===== config.mk =====
export PLATFORM = sky130hd
export DESIGN_NAME = serial_add_ctrl_flat
export DESIGN_NICKNAME = d
export VERILOG_FILES = /design/src/rtl/serial_add_pkg.sv /design/src/rtl/serial_add_ctrl_if.sv /design/src/rtl/adder.sv /design/src/rtl/serial_add_ctrl.sv /design/src/flat_wrapper.sv
export SDC_FILE = /design/constraint.sdc
export NUM_CORES = 1
export LEC_CHECK = 0
export CAP_MARGIN = 20
export CORE_UTILIZATION = 53
export CTS_BUF_LIST = sky130_fd_sc_hd__clkbuf_8
export CTS_CLUSTER_SIZE = 20
export DETAILED_ROUTE_END_ITERATION = 12
export MAX_ROUTING_LAYER = met4
export PLACE_DENSITY = 0.78
export SKIP_CTS_REPAIR_TIMING = 1
export SLEW_MARGIN = 20
export SYNTH_ARGS = -nofsm -noshare
export SYNTH_HDL_FRONTEND = slang
export SYNTH_SLANG_ARGS = --single-unit

===== constraint.sdc =====
create_clock -name clk -period 1.97 [get_ports clk]
set_input_delay 0.4925 -clock clk [delete_from_list [all_inputs] [get_ports clk]]
set_output_delay 0.4925 -clock clk [all_outputs]
set_load 0.05 [all_outputs]

===== src/rtl/serial_add_pkg.sv =====
// Shared definitions for the bit-serial adder controller: FSM state encoding.
package serial_add_pkg;

  localparam int STATE_W = 2;

  typedef enum logic [STATE_W-1:0] {
    ST_IDLE = 2'd0,
    ST_RUN  = 2'd1,
    ST_DONE = 2'd2
  } state_t;

endpackage


===== src/rtl/serial_add_ctrl_if.sv =====
// Request/result bundle of the bit-serial adder; master issues operands, slave returns the result.
interface serial_add_ctrl_if #(
  parameter int WIDTH = 8
);

  logic             start;
  logic [WIDTH-1:0] a;
  logic [WIDTH-1:0] b;
  logic             cin;
  logic             busy;
  logic             done;
  logic [WIDTH-1:0] sum;
  logic             cout;
  logic             ovf;

  modport master (
    output start, a, b, cin,
    input  busy, done, sum, cout, ovf
  );

  modport slave (
    input  start, a, b, cin,
    output busy, done, sum, cout, ovf
  );

endinterface


===== src/rtl/adder.sv =====
// 1-bit full adder: the only arithmetic element of the serial datapath.
module adder (
  input  logic A,
  input  logic B,
  input  logic Cin,
  output logic Sum,
  output logic Cout
);

  assign Sum  = A ^ B ^ Cin;
  assign Cout = (A & B) | (A & Cin) | (B & Cin);

endmodule


===== src/rtl/serial_add_ctrl.sv =====
// Bit-serial adder controller: adds WIDTH-bit operands LSB first through one full adder,
// one bit per clock, then pulses done with registered sum/cout/ovf held until the next result.
module serial_add_ctrl
  import serial_add_pkg::*;
#(
  parameter int WIDTH = 8
) (
  input logic              clk,
  input logic              rst_n,
  serial_add_ctrl_if.slave bus
);

  localparam int               CNT_W    = $clog2(WIDTH + 1);
  localparam logic [CNT_W-1:0] LAST_BIT = CNT_W'(WIDTH - 1);

  state_t           state_q, state_d;
  logic [CNT_W-1:0] cnt_q, cnt_d;
  logic [WIDTH-1:0] a_sh_q, a_sh_d;
  logic [WIDTH-1:0] b_sh_q, b_sh_d;
  logic [WIDTH-1:0] sum_sh_q, sum_sh_d;
  logic             carry_q, carry_d;
  logic [WIDTH-1:0] sum_q, sum_d;
  logic             cout_q, cout_d;
  logic             ovf_q, ovf_d;
  logic             c_msb;
  logic             fa_sum;
  logic             fa_cout;

  adder u_adder (
    .A    (a_sh_q[0]),
    .B    (b_sh_q[0]),
    .Cin  (carry_q),
    .Sum  (fa_sum),
    .Cout (fa_cout)
  );

  always_comb begin
    state_d  = state_q;
    cnt_d    = cnt_q;
    a_sh_d   = a_sh_q;
    b_sh_d   = b_sh_q;
    sum_sh_d = sum_sh_q;
    carry_d  = carry_q;
    sum_d    = sum_q;
    cout_d   = cout_q;
    ovf_d    = ovf_q;
    c_msb    = 1'b0;

    case (state_q)
      ST_IDLE, ST_DONE: begin
        if (bus.start) begin
          state_d = ST_RUN;
          a_sh_d  = bus.a;
          b_sh_d  = bus.b;
          carry_d = bus.cin;
          cnt_d   = '0;
        end else begin
          state_d = ST_IDLE;
        end
      end

      ST_RUN: begin
        // Sum bits enter at the MSB so that after WIDTH shifts the LSB lands at bit 0.
        sum_sh_d           = sum_sh_q >> 1;
        sum_sh_d[WIDTH-1]  = fa_sum;
        a_sh_d             = a_sh_q >> 1;
        b_sh_d             = b_sh_q >> 1;
        carry_d            = fa_cout;
        cnt_d              = cnt_q + CNT_W'(1);
        if (cnt_q == LAST_BIT) begin
          // carry_q is the carry into the MSB on this last bit-cycle.
          c_msb   = carry_q;
          state_d = ST_DONE;
          sum_d   = sum_sh_d;
          cout_d  = fa_cout;
          ovf_d   = c_msb ^ fa_cout;
        end
      end

      default: state_d = ST_IDLE;
    endcase
  end

  always_ff @(posedge clk or negedge rst_n) begin
    if (!rst_n) begin
      state_q  <= ST_IDLE;
      cnt_q    <= '0;
      a_sh_q   <= '0;
      b_sh_q   <= '0;
      sum_sh_q <= '0;
      carry_q  <= 1'b0;
      sum_q    <= '0;
      cout_q   <= 1'b0;
      ovf_q    <= 1'b0;
    end else begin
      state_q  <= state_d;
      cnt_q    <= cnt_d;
      a_sh_q   <= a_sh_d;
      b_sh_q   <= b_sh_d;
      sum_sh_q <= sum_sh_d;
      carry_q  <= carry_d;
      sum_q    <= sum_d;
      cout_q   <= cout_d;
      ovf_q    <= ovf_d;
    end
  end

  assign bus.busy = (state_q == ST_RUN);
  assign bus.done = (state_q == ST_DONE);
  assign bus.sum  = sum_q;
  assign bus.cout = cout_q;
  assign bus.ovf  = ovf_q;

endmodule


===== src/flat_wrapper.sv =====
// flat-port wrapper written by rule: the top's interface ports become plain ports
module serial_add_ctrl_flat import serial_add_pkg::*;
#(
  parameter int WIDTH = 8
)
  (clk, rst_n, bus_start, bus_a, bus_b, bus_cin, bus_busy, bus_done, bus_sum, bus_cout, bus_ovf);
  serial_add_ctrl_if #(.WIDTH(WIDTH)) bus_i ();
  input logic clk;
  input logic rst_n;
  input wire logic [$bits(bus_i.start)-1:0] bus_start;
  input wire logic [$bits(bus_i.a)-1:0] bus_a;
  input wire logic [$bits(bus_i.b)-1:0] bus_b;
  input wire logic [$bits(bus_i.cin)-1:0] bus_cin;
  output wire logic [$bits(bus_i.busy)-1:0] bus_busy;
  output wire logic [$bits(bus_i.done)-1:0] bus_done;
  output wire logic [$bits(bus_i.sum)-1:0] bus_sum;
  output wire logic [$bits(bus_i.cout)-1:0] bus_cout;
  output wire logic [$bits(bus_i.ovf)-1:0] bus_ovf;
  assign bus_i.start = bus_start;
  assign bus_i.a = bus_a;
  assign bus_i.b = bus_b;
  assign bus_i.cin = bus_cin;
  assign bus_busy = bus_i.busy;
  assign bus_done = bus_i.done;
  assign bus_sum = bus_i.sum;
  assign bus_cout = bus_i.cout;
  assign bus_ovf = bus_i.ovf;
  serial_add_ctrl #(.WIDTH(WIDTH)) u_core (.clk(clk), .rst_n(rst_n), .bus(bus_i));
endmodule

Word level (Yosys, flattened, before mapping)
Cells that the tools add are included.

word-level totals
  logic and storage cells = 39
  bits in registers = 41
  output and inout port bits = 12
  input port bits = 20

cells by class
  reductions and logical operators = 5
  equality and inequality tests = 5
  bitwise operators = 8
  muxes and demuxes = 11
  add/sub/neg operators = 1

operators with widths
  kind                                                                     count
  8-bit one-hot mux with 2 select lines                                    2
  8-bit 2-to-1 mux                                                         2
  4-bit one-hot mux with 2 select lines                                    1
  4-bit by 1-bit adder with 4-bit output, second input constant            1
  4-bit by 3-bit == test with 1-bit output, second input constant          1
  4-bit 2-to-1 mux                                                         1
  2-bit one-hot mux with 2 select lines                                    1
  2-bit AND reduction                                                      2
  1-bit AND                                                                3
  1-bit bitwise XOR                                                        3
  2-bit by 1-bit == test with 1-bit output, second input constant          1
  2-bit == test, second input constant                                     1
  2-bit zero test                                                          1
  1-bit 2-to-1 mux                                                         2
  2-bit 2-to-1 mux                                                         1
  2-bit by 1-bit inequality test with 1-bit output, second input constant  1
  2-bit inequality test, second input constant                             1
  1-bit bitwise OR                                                         2
  1-bit one-hot mux with 2 select lines                                    1
  2-bit nonzero test                                                       1
  2-bit OR reduction                                                       1

Longest topological paths before layout
Gate-level depths: netlist (run 1).

  depth in word-level cells = 4
  mapped depth = 5
  gate-level depth less buffers = 4

Modules after synthesis
From an unflattened synthesis (run 1), not the netlist that was laid out.

unflattened totals
  cells, all modules = 116
  area total of the unflattened synthesis = 1666.6 um^2

modules (own cells, without submodules)
  module           sequential area each (um^2)  cells an instance  times used  area an instance (um^2)
  serial_add_ctrl  1001.0                       115                1           1646.6
  adder            0.0                          1                  1           20.0

Worst setup path before layout (run 1)
OpenSTA, ideal clock, no wires.

  path type = reg2out
  from = register u_core.state_q[0]
  to = output port bus_done
  stages on the path, launching flop included = 2
  required time = 1477 ps
  path buffers = 0
  arrival = 1077 ps
  path slack = 400 ps
  cells stage by stage = dfrtp_1 nor2b_1

between the ends
  word-level cells in the longest chain between the ends = 1

RTL lines
  what                    line                    RTL
  from (decl)             serial_add_ctrl.sv:16   state_t state_q, state_d;
  from (signal assigned)  serial_add_ctrl.sv:96   state_q <= state_d;
  2-bit == test           serial_add_ctrl.sv:109  assign bus.done = (state_q == ST_DONE);
  to (decl)               flat_wrapper.sv:15      output wire logic [$bits(bus_i.done)-1:0] bus_done;

Every way passes these cells.

Final worst setup path (run 1)
  from = register u_core.state_q[1]
  to = output port bus_busy

between the ends
  word-level cells in the longest chain between the ends = 1

RTL lines
  what                                      line                    RTL
  2-bit by 1-bit == test with 1-bit output  serial_add_ctrl.sv:108  assign bus.busy = (state_q == ST_RUN);
  to (decl)                                 flat_wrapper.sv:14      output wire logic [$bits(bus_i.busy)-1:0] bus_busy;

Every way passes these cells.

==> metrics.csv, run 1 <==
stage;metric;value;unit
logic_synthesis;synthSimpleGateAreaFrac;0.0412;
hold_path;holdCritPathClass;in -> async;
global_route;grt_usage;0.208;
global_route;grt_pass1_vias;1120;
floorplan;coreArea;0.00303;mm^2
clock_network;clkTransAtPathRegs;80;ps
logic_synthesis;syn-num-nets;138;
detailed_routing;ant_nets;0;
floorplan;die_w;58.1;um
detailed_routing;drc;0;
pwr;power.leakage;1.06;nW
floorplan;initial_core_util;0.552;
timing;fin_worst_skew;7.60;ps
clock_network;cts_max_path_buffers;2;
place;io_buffers;31;
finish;drive_gt1_frac;0.294;
worst_setup_path;worstPathRequired;1480;ps
detailed_routing;drtIter0Drc;36;
floorplan;dieHeight;58.1;um
detailed_routing;via_per_inst;5.49;
detailed_routing;dr_wl_met2;1430;um
pwr;p_total;3.80;mW
logic_synthesis;synth_cell_types;19;
pwr;p_per_area;1810;mW/mm^2
finish;syn2layout_area_growth;26.1;%
global_route;grt_max_degree;41;
floorplan;io_pins;32;
logic_synthesis;ys_ff_latch;40;
finish;multi_input_area;617;um^2
timing;drv_slew;0;
finish;layout_commonest_cell;dfrtp_1;
logic_synthesis;synth_seq_area_share;0.599;
detailed_routing;m1WireLength;1230;um
timing;layout_min_cycle_time;1800;ps
logic_synthesis;netlist_instances;116;
logic_synthesis;synth-adder-area-share;0.0195;
logic_synthesis;synth_xor_area_frac;0.00524;
finish;fillCellCount;231;
detailed_routing;drt-total-wl;2840;um
flow_run;maxCapViolations;0;
place;dp_worst_setup_slack;-16.3;ps
logic_synthesis;synth_area;0.00167;mm^2
detailed_routing;drt_pre_antenna_iters;4;
detailed_routing;routedWlPerCell;14.4;um
clock_network;clock-sinks;40;
global_route;grt_overflow;0;
global_route;grt_pass1_wl;4910;um
clock_network;cts_tree;yes;
finish;most-common-layout-cells;dfrtp_1 (40), a22o_1 (19), mux2_2 (18), clkdlybuf4s50_1 (18), buf_4 (16);
logic_synthesis;synth_mux_area_frac;0.133;
place;place_hpwl;1940;um
clock_network;cts_htree_levels;2;
timing;rsz0062_at_grt;false;
pwr;peakVddDrop;0.000793;V
place;gp_congestion;0.704;
finish;antenna_cells;0;
finish;nNetsFinal;174;
detailed_routing;met3_length;128;um
logic_synthesis;synth_compound_area_frac;0.170;
worst_setup_path;path_class;reg -> out;
global_route;antenna_found_initial;0;
floorplan;dieArea;0.00338;mm^2
timing;final.setup.tns;0;ps
finish;ff_latch_area;0.00100;mm^2
place;dp_cells;189;
worst_setup_path;start_kind;flop;
worst_setup_path;crit_fanout;8;
floorplan;num_rows;20;
timing;setup_viol;0;
timing;max_slew_margin;0.528;
timing;fin_crit_sh;0.914;
timing;fmax;0.555;GHz
logic_synthesis;synth_top_family_by_area;compound AO/OA/AOI/OAI gates;
logic_synthesis;synthesis.yosys.warnings;0;
finish;instances_no_fill;197;
logic_synthesis;avgSynthCellArea;14.4;um^2
timing;hold_violations;0;
detailed_routing;vias;1081;
clock_network;clk_latency;290;ps
worst_setup_path;crit_arrival;1310;ps
clock_network;cts_buffers;5;
detailed_routing;routed.top_layer;met4;
timing;tightestPinTransition;708;ps
clock_network;cts-root-buf;clkbuf_8;
outcome;status;finished, final reports clean;
worst_setup_path;end_kind;output port;
timing;fin_ws;169;ps
synth_stat cells:
cell | instances | share of area
xor2_1 | 1 | 0.0052
nand4_1 | 1 | 0.0037
nor2_2 | 1 | 0.0037
mux2i_1 | 2 | 0.012
fa_1 | 1 | 0.012
dfrtp_1 | 40 | 0.60
nor2b_1 | 3 | 0.011
nand2_1 | 3 | 0.0067
buf_2 | 3 | 0.0090
and2b_1 | 1 | 0.0045
nor3b_2 | 1 | 0.0075
a21o_1 | 15 | 0.067
buf_6 | 2 | 0.013
mux2_2 | 18 | 0.12
ha_1 | 1 | 0.0075
o21ai_0 | 1 | 0.0030
buf_4 | 2 | 0.0090
a22o_1 | 19 | 0.10
nand2b_1 | 1 | 0.0037
cells by family (layout without fill, tap and decap cells):
kind of cell	Yosys count	count (layout)
adders and majority gates	2	2
AOI/OAI and AO/OA	35	35
xor gates and xnor gates	1	1
buffers and inverters	7	44
and+or+nand+nor	11	11
muxes	20	20
DFF	40	40
routing by layer:
layer  GRT usage  vias to the layer above
li1            -                      496
met2       0.333                       21
met3      0.0804                        6
met5           -                        -
met1       0.234                      558
met4      0.0816                        0
metrics by stage:
stage	hold slack, ps	util	cell area (um^2)
floorplan	197	-	1670
global placement	459	0.660	2000
detailed placement	467	0.660	2000
CTS	262	0.695	2110
global route	288	0.695	2110
finish	251	0.695	2110
flip-flops by register name, summed over array words and instances (netlist names):
name	flops
u_core.a_sh_q	8
u_core.b_sh_q	8
u_core.bus.sum	8
u_core.sum_sh_q	7
u_core.cnt_q	4
u_core.state_q	2
u_core.bus.cout	1
u_core.bus.ovf	1
u_core.carry_q	1
report_power, final:
group / leakage (nW) / switching, mW / internal [mW]
clock: 0.0593 / 0.268 / 0.370
combinational: 0.501 / 0.898 / 0.815
sequential: 0.501 / 0.242 / 1.21
worst max-delay path: stages, from the launching register on:
cell and delay [ps]:
dfrtp_1 370, and2b_1 270, buf_4 220, buf_12 150
worst paths after layout:
| check | start | cells past startpoint | slack [ps] | end |
|---|---|---|---|---|
| min reg2reg | u_core.b_sh_q[4] | 1 | 480 | u_core.b_sh_q[4] |
| min in group clk | u_core.b_sh_q[4] | 1 | 480 | u_core.b_sh_q[4] |
| max | u_core.state_q[1] | 3 | 170 | bus_busy |
| max reg2reg | u_core.state_q[0] | 3 | 430 | u_core.cnt_q[0] |
| min | rst_n | 2 | 250 | u_core.bus.sum[1] |
| max in group asynchronous | rst_n | 2 | 1380 | u_core.b_sh_q[0] |
cell type report:
| type | count | share of cell area |
|---|---|---|
| Clock buffer | 5 | 0.0327 |
| Clock inverter | 3 | 0.0184 |
| Multi-Input combinational cell | 69 | 0.293 |
| Sequential cell | 40 | 0.475 |
| Tap cell | 44 | 0.0261 |
| Timing Repair Buffer | 36 | 0.154 |
(Power assumes the default switching activity.)
==> run 2: changes to the inputs <==
--- a/config.mk
+++ b/config.mk
@@ -6,12 +6,12 @@
 export NUM_CORES = 1
 export LEC_CHECK = 0
 export CAP_MARGIN = 20
-export CORE_UTILIZATION = 53
+export CORE_UTILIZATION = 30
 export CTS_BUF_LIST = sky130_fd_sc_hd__clkbuf_8
 export CTS_CLUSTER_SIZE = 20
 export DETAILED_ROUTE_END_ITERATION = 12
 export MAX_ROUTING_LAYER = met4
-export PLACE_DENSITY = 0.78
+export PLACE_DENSITY = 0.48
 export SKIP_CTS_REPAIR_TIMING = 1
 export SLEW_MARGIN = 20
 export SYNTH_ARGS = -nofsm -noshare
==> run 2 against run 1 <==
Clock-buffer cell count stayed put. Non-clock buffer count unchanged. Die area rose by 74%. Combinational power is essentially flat. Total power is 0.26% higher. Critical endpoint unchanged. Largest power group unchanged.
==> metrics.csv, run 2 (synthesis gave the netlist of run 1 again) <==
stage;metric;value;unit;change
detailed_routing;via_per_inst;4.69;;-15%
global_route;grt_max_degree;41;;unchanged
clock_network;cts_htree_levels;2;;unchanged
floorplan;die_w;76.6;um;+32%
floorplan;coreArea;0.00524;mm^2;+73%
detailed_routing;vias;1045;;-3.3%
global_route;antenna_found_initial;0;;unchanged
worst_setup_path;crit_arrival;1230;ps;-80 ps
global_route;grt_usage;0.127;;-0.0807
finish;fin_util;0.411;;-0.285
detailed_routing;drt-total-wl;3070;um;+8.0%
worst_setup_path;critPathTopFamily;simple AND/OR/NAND/NOR gates;;
finish;ff_latch_area;0.00100;mm^2;unchanged
worst_setup_path;path_class;reg -> out;;
place;dp_cells;215;;+14%
detailed_routing;ant_nets;0;;unchanged
pwr;power.leakage;1.07;nW;+0.43%
finish;nNetsFinal;174;;unchanged
worst_setup_path;crit_buf_inv;1;;-1
clock_network;clock-sinks;40;;unchanged
detailed_routing;routed.top_layer;met4;;
detailed_routing;m1WireLength;1490;um;+21%
worst_setup_path;crit_start;u_core.state_q[1];;
pwr;peakVddDrop;0.000716;V;-9.7%
worst_setup_path;crit_fanout;7;;-1
clock_network;cts_buffers;5;;unchanged
worst_setup_path;max_stage_delay;390;ps;+20 ps
detailed_routing;drtIter0Drc;41;;+14%
timing;rsz0062_at_grt;false;;
clock_network;cts-root-buf;clkbuf_8;;
hold_path;holdCritPathClass;in -> async;;
place;io_buffers;31;;unchanged
worst_setup_path;timing.rr.start;u_core.state_q[1];;
worst_setup_path;cpMaxStageDelayCell;and2b_1;;
floorplan;dieArea;0.00587;mm^2;+74%
floorplan;dieHeight;76.6;um;+32%
detailed_routing;dr_wl_met2;1400;um;-2.6%
finish;syn2layout_area_growth;28.8;%;
timing;tightestPinTransition;758;ps;+50.5 ps
timing;max_slew_margin;0.494;;-0.0337
timing;fin_worst_skew;4.84;ps;-2.77 ps
finish;fillCellCount;491;;+110%
worst_setup_path;start_kind;flop;;
timing;fin_crit_sh;0.875;;-0.0391
finish;multi_input_area;617;um^2;unchanged
detailed_routing;routedWlPerCell;13.8;um;-4.6%
finish;drive_gt1_frac;0.294;;unchanged
floorplan;initial_core_util;0.319;;-0.233
place;place_hpwl;2050;um;+5.5%
outcome;status;finished, final reports clean;;
clock_network;cts_max_path_buffers;2;;unchanged
global_route;grt_pass1_vias;1128;;+0.71%
timing;drv_slew;0;;unchanged
timing;hold_ws;154;ps;-96.4 ps
place;dp_worst_setup_slack;-50.7;ps;-34.4 ps
pwr;p_total;3.81;mW;+0.26%
timing;setup_viol;0;;unchanged
worst_setup_path;path_cells;and2b_1 > buf_12;;
finish;antenna_cells;0;;unchanged
timing;fin_ws;246;ps;+77.0 ps
clock_network;clk_latency;290;ps;about the same
worst_setup_path;end_kind;output port;;
clock_network;cts_tree;yes;;
timing;fmax;0.580;GHz;+4.5%
flow_run;maxCapViolations;0;;unchanged
floorplan;io_pins;32;;unchanged
place;gp_congestion;0.670;;-4.8%
detailed_routing;drt_pre_antenna_iters;4;;unchanged
finish;layout_commonest_cell;dfrtp_1;;
clock_network;clkTransAtPathRegs;70;ps;about the same
global_route;grt_pass1_wl;5540;um;+13%
finish;instances_no_fill;223;;+13%
pwr;p_per_area;1770;mW/mm^2;-1.8%
worst_setup_path;worstPathRequired;1480;ps;about the same
timing;layout_min_cycle_time;1720;ps;-77.0 ps
detailed_routing;drc;0;;unchanged
global_route;grt_overflow;0;;unchanged
timing;hold_violations;0;;unchanged
floorplan;num_rows;26;;+30%
finish;most-common-layout-cells;dfrtp_1 (40), a22o_1 (19), mux2_2 (18), clkdlybuf4s50_1 (18);;
worst_setup_path;ff2ff_setup_slack;300;ps;-130 ps
detailed_routing;met3_length;119;um;-7.0%
-- run 2: cell counts in the layout (fill, tap and decap cells not counted) --
Identical to the previous run, type by type.
-- run 2: metrics by stage --
stage,setup TNS [ps],area [um^2]
final,0,2150
after global placement,-30.7,2040
after global routing,0,2150
after floorplan,0,1670
after CTS,0,2150
after detailed placement,-68.2,2040
-- run 2: report_power, final --
group / internal, mW / total [mW] / switching (mW)
sequential: 1.21 / 1.45 / 0.240
combinational: 0.814 / 1.71 / 0.899
clock: 0.371 / 0.651 / 0.280
total: 2.39 / 3.81 / 1.42
-- run 2: worst paths after layout --
kind,end,cells past startpoint
max in group asynchronous,u_core.b_sh_q[5],2
min in group clk,u_core.b_sh_q[3],1
min,u_core.bus.sum[3],2
min reg2reg,u_core.b_sh_q[3],1
max reg2reg,u_core.bus.sum[5],4
max,bus_busy,2
-- run 2: layout make-up --
cell class | count | area share
clock inverter | 3 | 0.0180
sequential | 40 | 0.465
tap | 70 | 0.0407
timing repair buffer | 36 | 0.157
clock buffer | 5 | 0.0320
multi-input combinational | 69 | 0.287
-- run 2: routing by layer --
metal / GRT usage / vias to the layer above
met5: - / -
met3: 0.0431 / 6
met1: 0.158 / 522
met4: 0.0577 / 0
li1: - / 500
met2: 0.186 / 17
==> run 3: changes to the inputs <==
--- a/config.mk
+++ b/config.mk
@@ -11,7 +11,7 @@
 export CTS_CLUSTER_SIZE = 20
 export DETAILED_ROUTE_END_ITERATION = 12
 export MAX_ROUTING_LAYER = met4
-export PLACE_DENSITY = 0.48
+export PLACE_DENSITY = 0.52
 export SKIP_CTS_REPAIR_TIMING = 1
 export SLEW_MARGIN = 20
 export SYNTH_ARGS = -nofsm -noshare
==> run 3 against run 2 <==
Clock skew rose by 1.2 ps. Utilization is 0.14 points lower. Wire length rose by 0.39%. Total power fell by 2.8%. First-iteration DRC count fell by 41%. Final cell count rose by 0.90%. Worst setup slack worse by 37 ps.
==> metrics.csv, run 3 (synthesis gave the netlist of run 1 again) <==
stage;metric;value;unit;change
floorplan;initial_core_util;0.319;;unchanged
global_route;antenna_found_initial;0;;unchanged
finish;layout_commonest_cell;dfrtp_1;;
global_route;grt_max_degree;24;;-41%
worst_setup_path;worstPathRequired;1480;ps;about the same
outcome;status;finished, final reports clean;;
detailed_routing;vias;1058;;+1.2%
finish;drive_gt1_frac;0.303;;+0.00911
timing;fin_crit_sh;0.894;;+0.0186
floorplan;io_pins;32;;unchanged
clock_network;cts-root-buf;clkbuf_8;;
global_route;grt_pass1_vias;1114;;-1.2%
floorplan;dieHeight;76.6;um;unchanged
worst_setup_path;r2r_cells;5;;+1
detailed_routing;drtIter0Drc;24;;-41%
worst_setup_path;crit_fanout;15;;+8
timing;final.setup.tns;0;ps;unchanged
finish;most-common-layout-cells;dfrtp_1 (40), a22o_1 (19), mux2_2 (18), clkdlybuf4s50_1 (18), buf_4 (18);;
timing;setup_viol;0;;unchanged
place;io_buffers;31;;unchanged
place;gp_congestion;0.721;;+7.6%
pwr;p_total;3.70;mW;-2.8%
global_route;grt_pass1_wl;5560;um;+0.38%
worst_setup_path;worstReg2RegEnd;u_core.bus.cout;;
clock_network;cts_tree;yes;;
worst_setup_path;timing.rr.start;u_core.cnt_q[0];;
floorplan;num_rows;26;;unchanged
timing;hold_ws;146;ps;-7.84 ps
timing;drv_slew;0;;unchanged
timing;max_slew_margin;0.705;;+0.210
finish;antenna_cells;0;;unchanged
pwr;peakVddDrop;0.000685;V;-4.4%
pwr;power.leakage;1.07;nW;+0.12%
timing;tightestPinTransition;443;ps;-315 ps
detailed_routing;drt-total-wl;3080;um;+0.39%
floorplan;dieArea;0.00587;mm^2;unchanged
worst_setup_path;crit_arrival;1270;ps;+40 ps
detailed_routing;via_per_inst;4.70;;+0.34%
worst_setup_path;end_kind;output port;;
clock_network;cts_max_path_buffers;2;;unchanged
clock_network;cts_htree_levels;2;;unchanged
worst_setup_path;ff2ff_setup_slack;450;ps;+150 ps
flow_run;maxCapViolations;0;;unchanged
global_route;grt_overflow;0;;unchanged
finish;fin_util;0.409;;-0.00143
place;place_hpwl;2140;um;+4.3%
detailed_routing;ant_nets;0;;unchanged
clock_network;cts_buffers;5;;unchanged
detailed_routing;drt_pre_antenna_iters;4;;unchanged
clock_network;clkTransAtPathRegs;70;ps;about the same
finish;instances_no_fill;225;;+0.90%
detailed_routing;drc;0;;unchanged
place;dp_cells;218;;+1.4%
clock_network;clock-sinks;40;;unchanged
worst_setup_path;start_kind;flop;;
floorplan;coreArea;0.00524;mm^2;unchanged
timing;layout_min_cycle_time;1760;ps;+36.7 ps
timing;rsz0062_at_grt;false;;
timing;fin_worst_skew;6.08;ps;+1.24 ps
global_route;grt_usage;0.123;;-0.00414
floorplan;die_w;76.6;um;unchanged
hold_path;holdCritPathClass;in -> async;;
pwr;p_per_area;1730;mW/mm^2;-2.5%
worst_setup_path;path_class;reg -> out;;
finish;nNetsFinal;177;;+1.7%
detailed_routing;routedWlPerCell;13.7;um;-0.50%
timing;fmax;0.568;GHz;-2.1%
finish;syn2layout_area_growth;28.3;%;
timing;hold_violations;0;;unchanged
clock_network;clk_latency;280;ps;about the same
run 3: through the flow:
stage	instance area, um^2	worst slack, ps
6_report	2140	210
5_1_grt	2140	140
4_1_cts	2140	180
3_5_place_dp	2070	166
3_3_place_gp	2070	161
2_1_floorplan	1670	400
run 3: critical path, stage by stage (launching register included):
cell and delay, ps:
dfrtp_1 370, and2b_1 220, buf_4 230, buf_12 160
run 3: cell type report:
class / count / area, um^2
Timing Repair Buffer: 39 / 360
Clock inverter: 2 / 8.76
Multi-Input combinational cell: 69 / 617
Tap cell: 70 / 87.6
Fill cell: 495 / 3090
Sequential cell: 40 / 1000
Clock buffer: 5 / 68.8
run 3: routing by layer:
| metal | vias to the layer above | GRT usage | routed length, um |
|---|---|---|---|
| li1 | 498 | - | - |
| met1 | 533 | 0.167 | 1530 |
| met2 | 25 | 0.180 | 1410 |
| met3 | 2 | 0.0359 | 138 |
| met4 | 0 | 0.0288 | 6 |
| met5 | - | - | 0 |
run 3: worst max path at each step:
| stage | to | start | slack, ps |
|---|---|---|---|
| floorplan | bus_done | u_core.state_q[0] | 400 |
| global placement | u_core.cnt_q[2] | bus_start | 160 |
| detailed placement | u_core.cnt_q[2] | bus_start | 170 |
| CTS | bus_busy | u_core.state_q[1] | 180 |
| global route | bus_busy | u_core.state_q[1] | 140 |
| finish | bus_busy | u_core.state_q[1] | 210 |
run 3: power breakdown:
part | switching [mW] | internal, mW | total (mW) | leakage (nW)
Combinational | 0.916 | 0.852 | 1.77 | 0.522
Clock | 0.256 | 0.235 | 0.491 | 0.0452
Sequential | 0.237 | 1.21 | 1.44 | 0.501
Total | 1.41 | 2.30 | 3.70 | 1.07
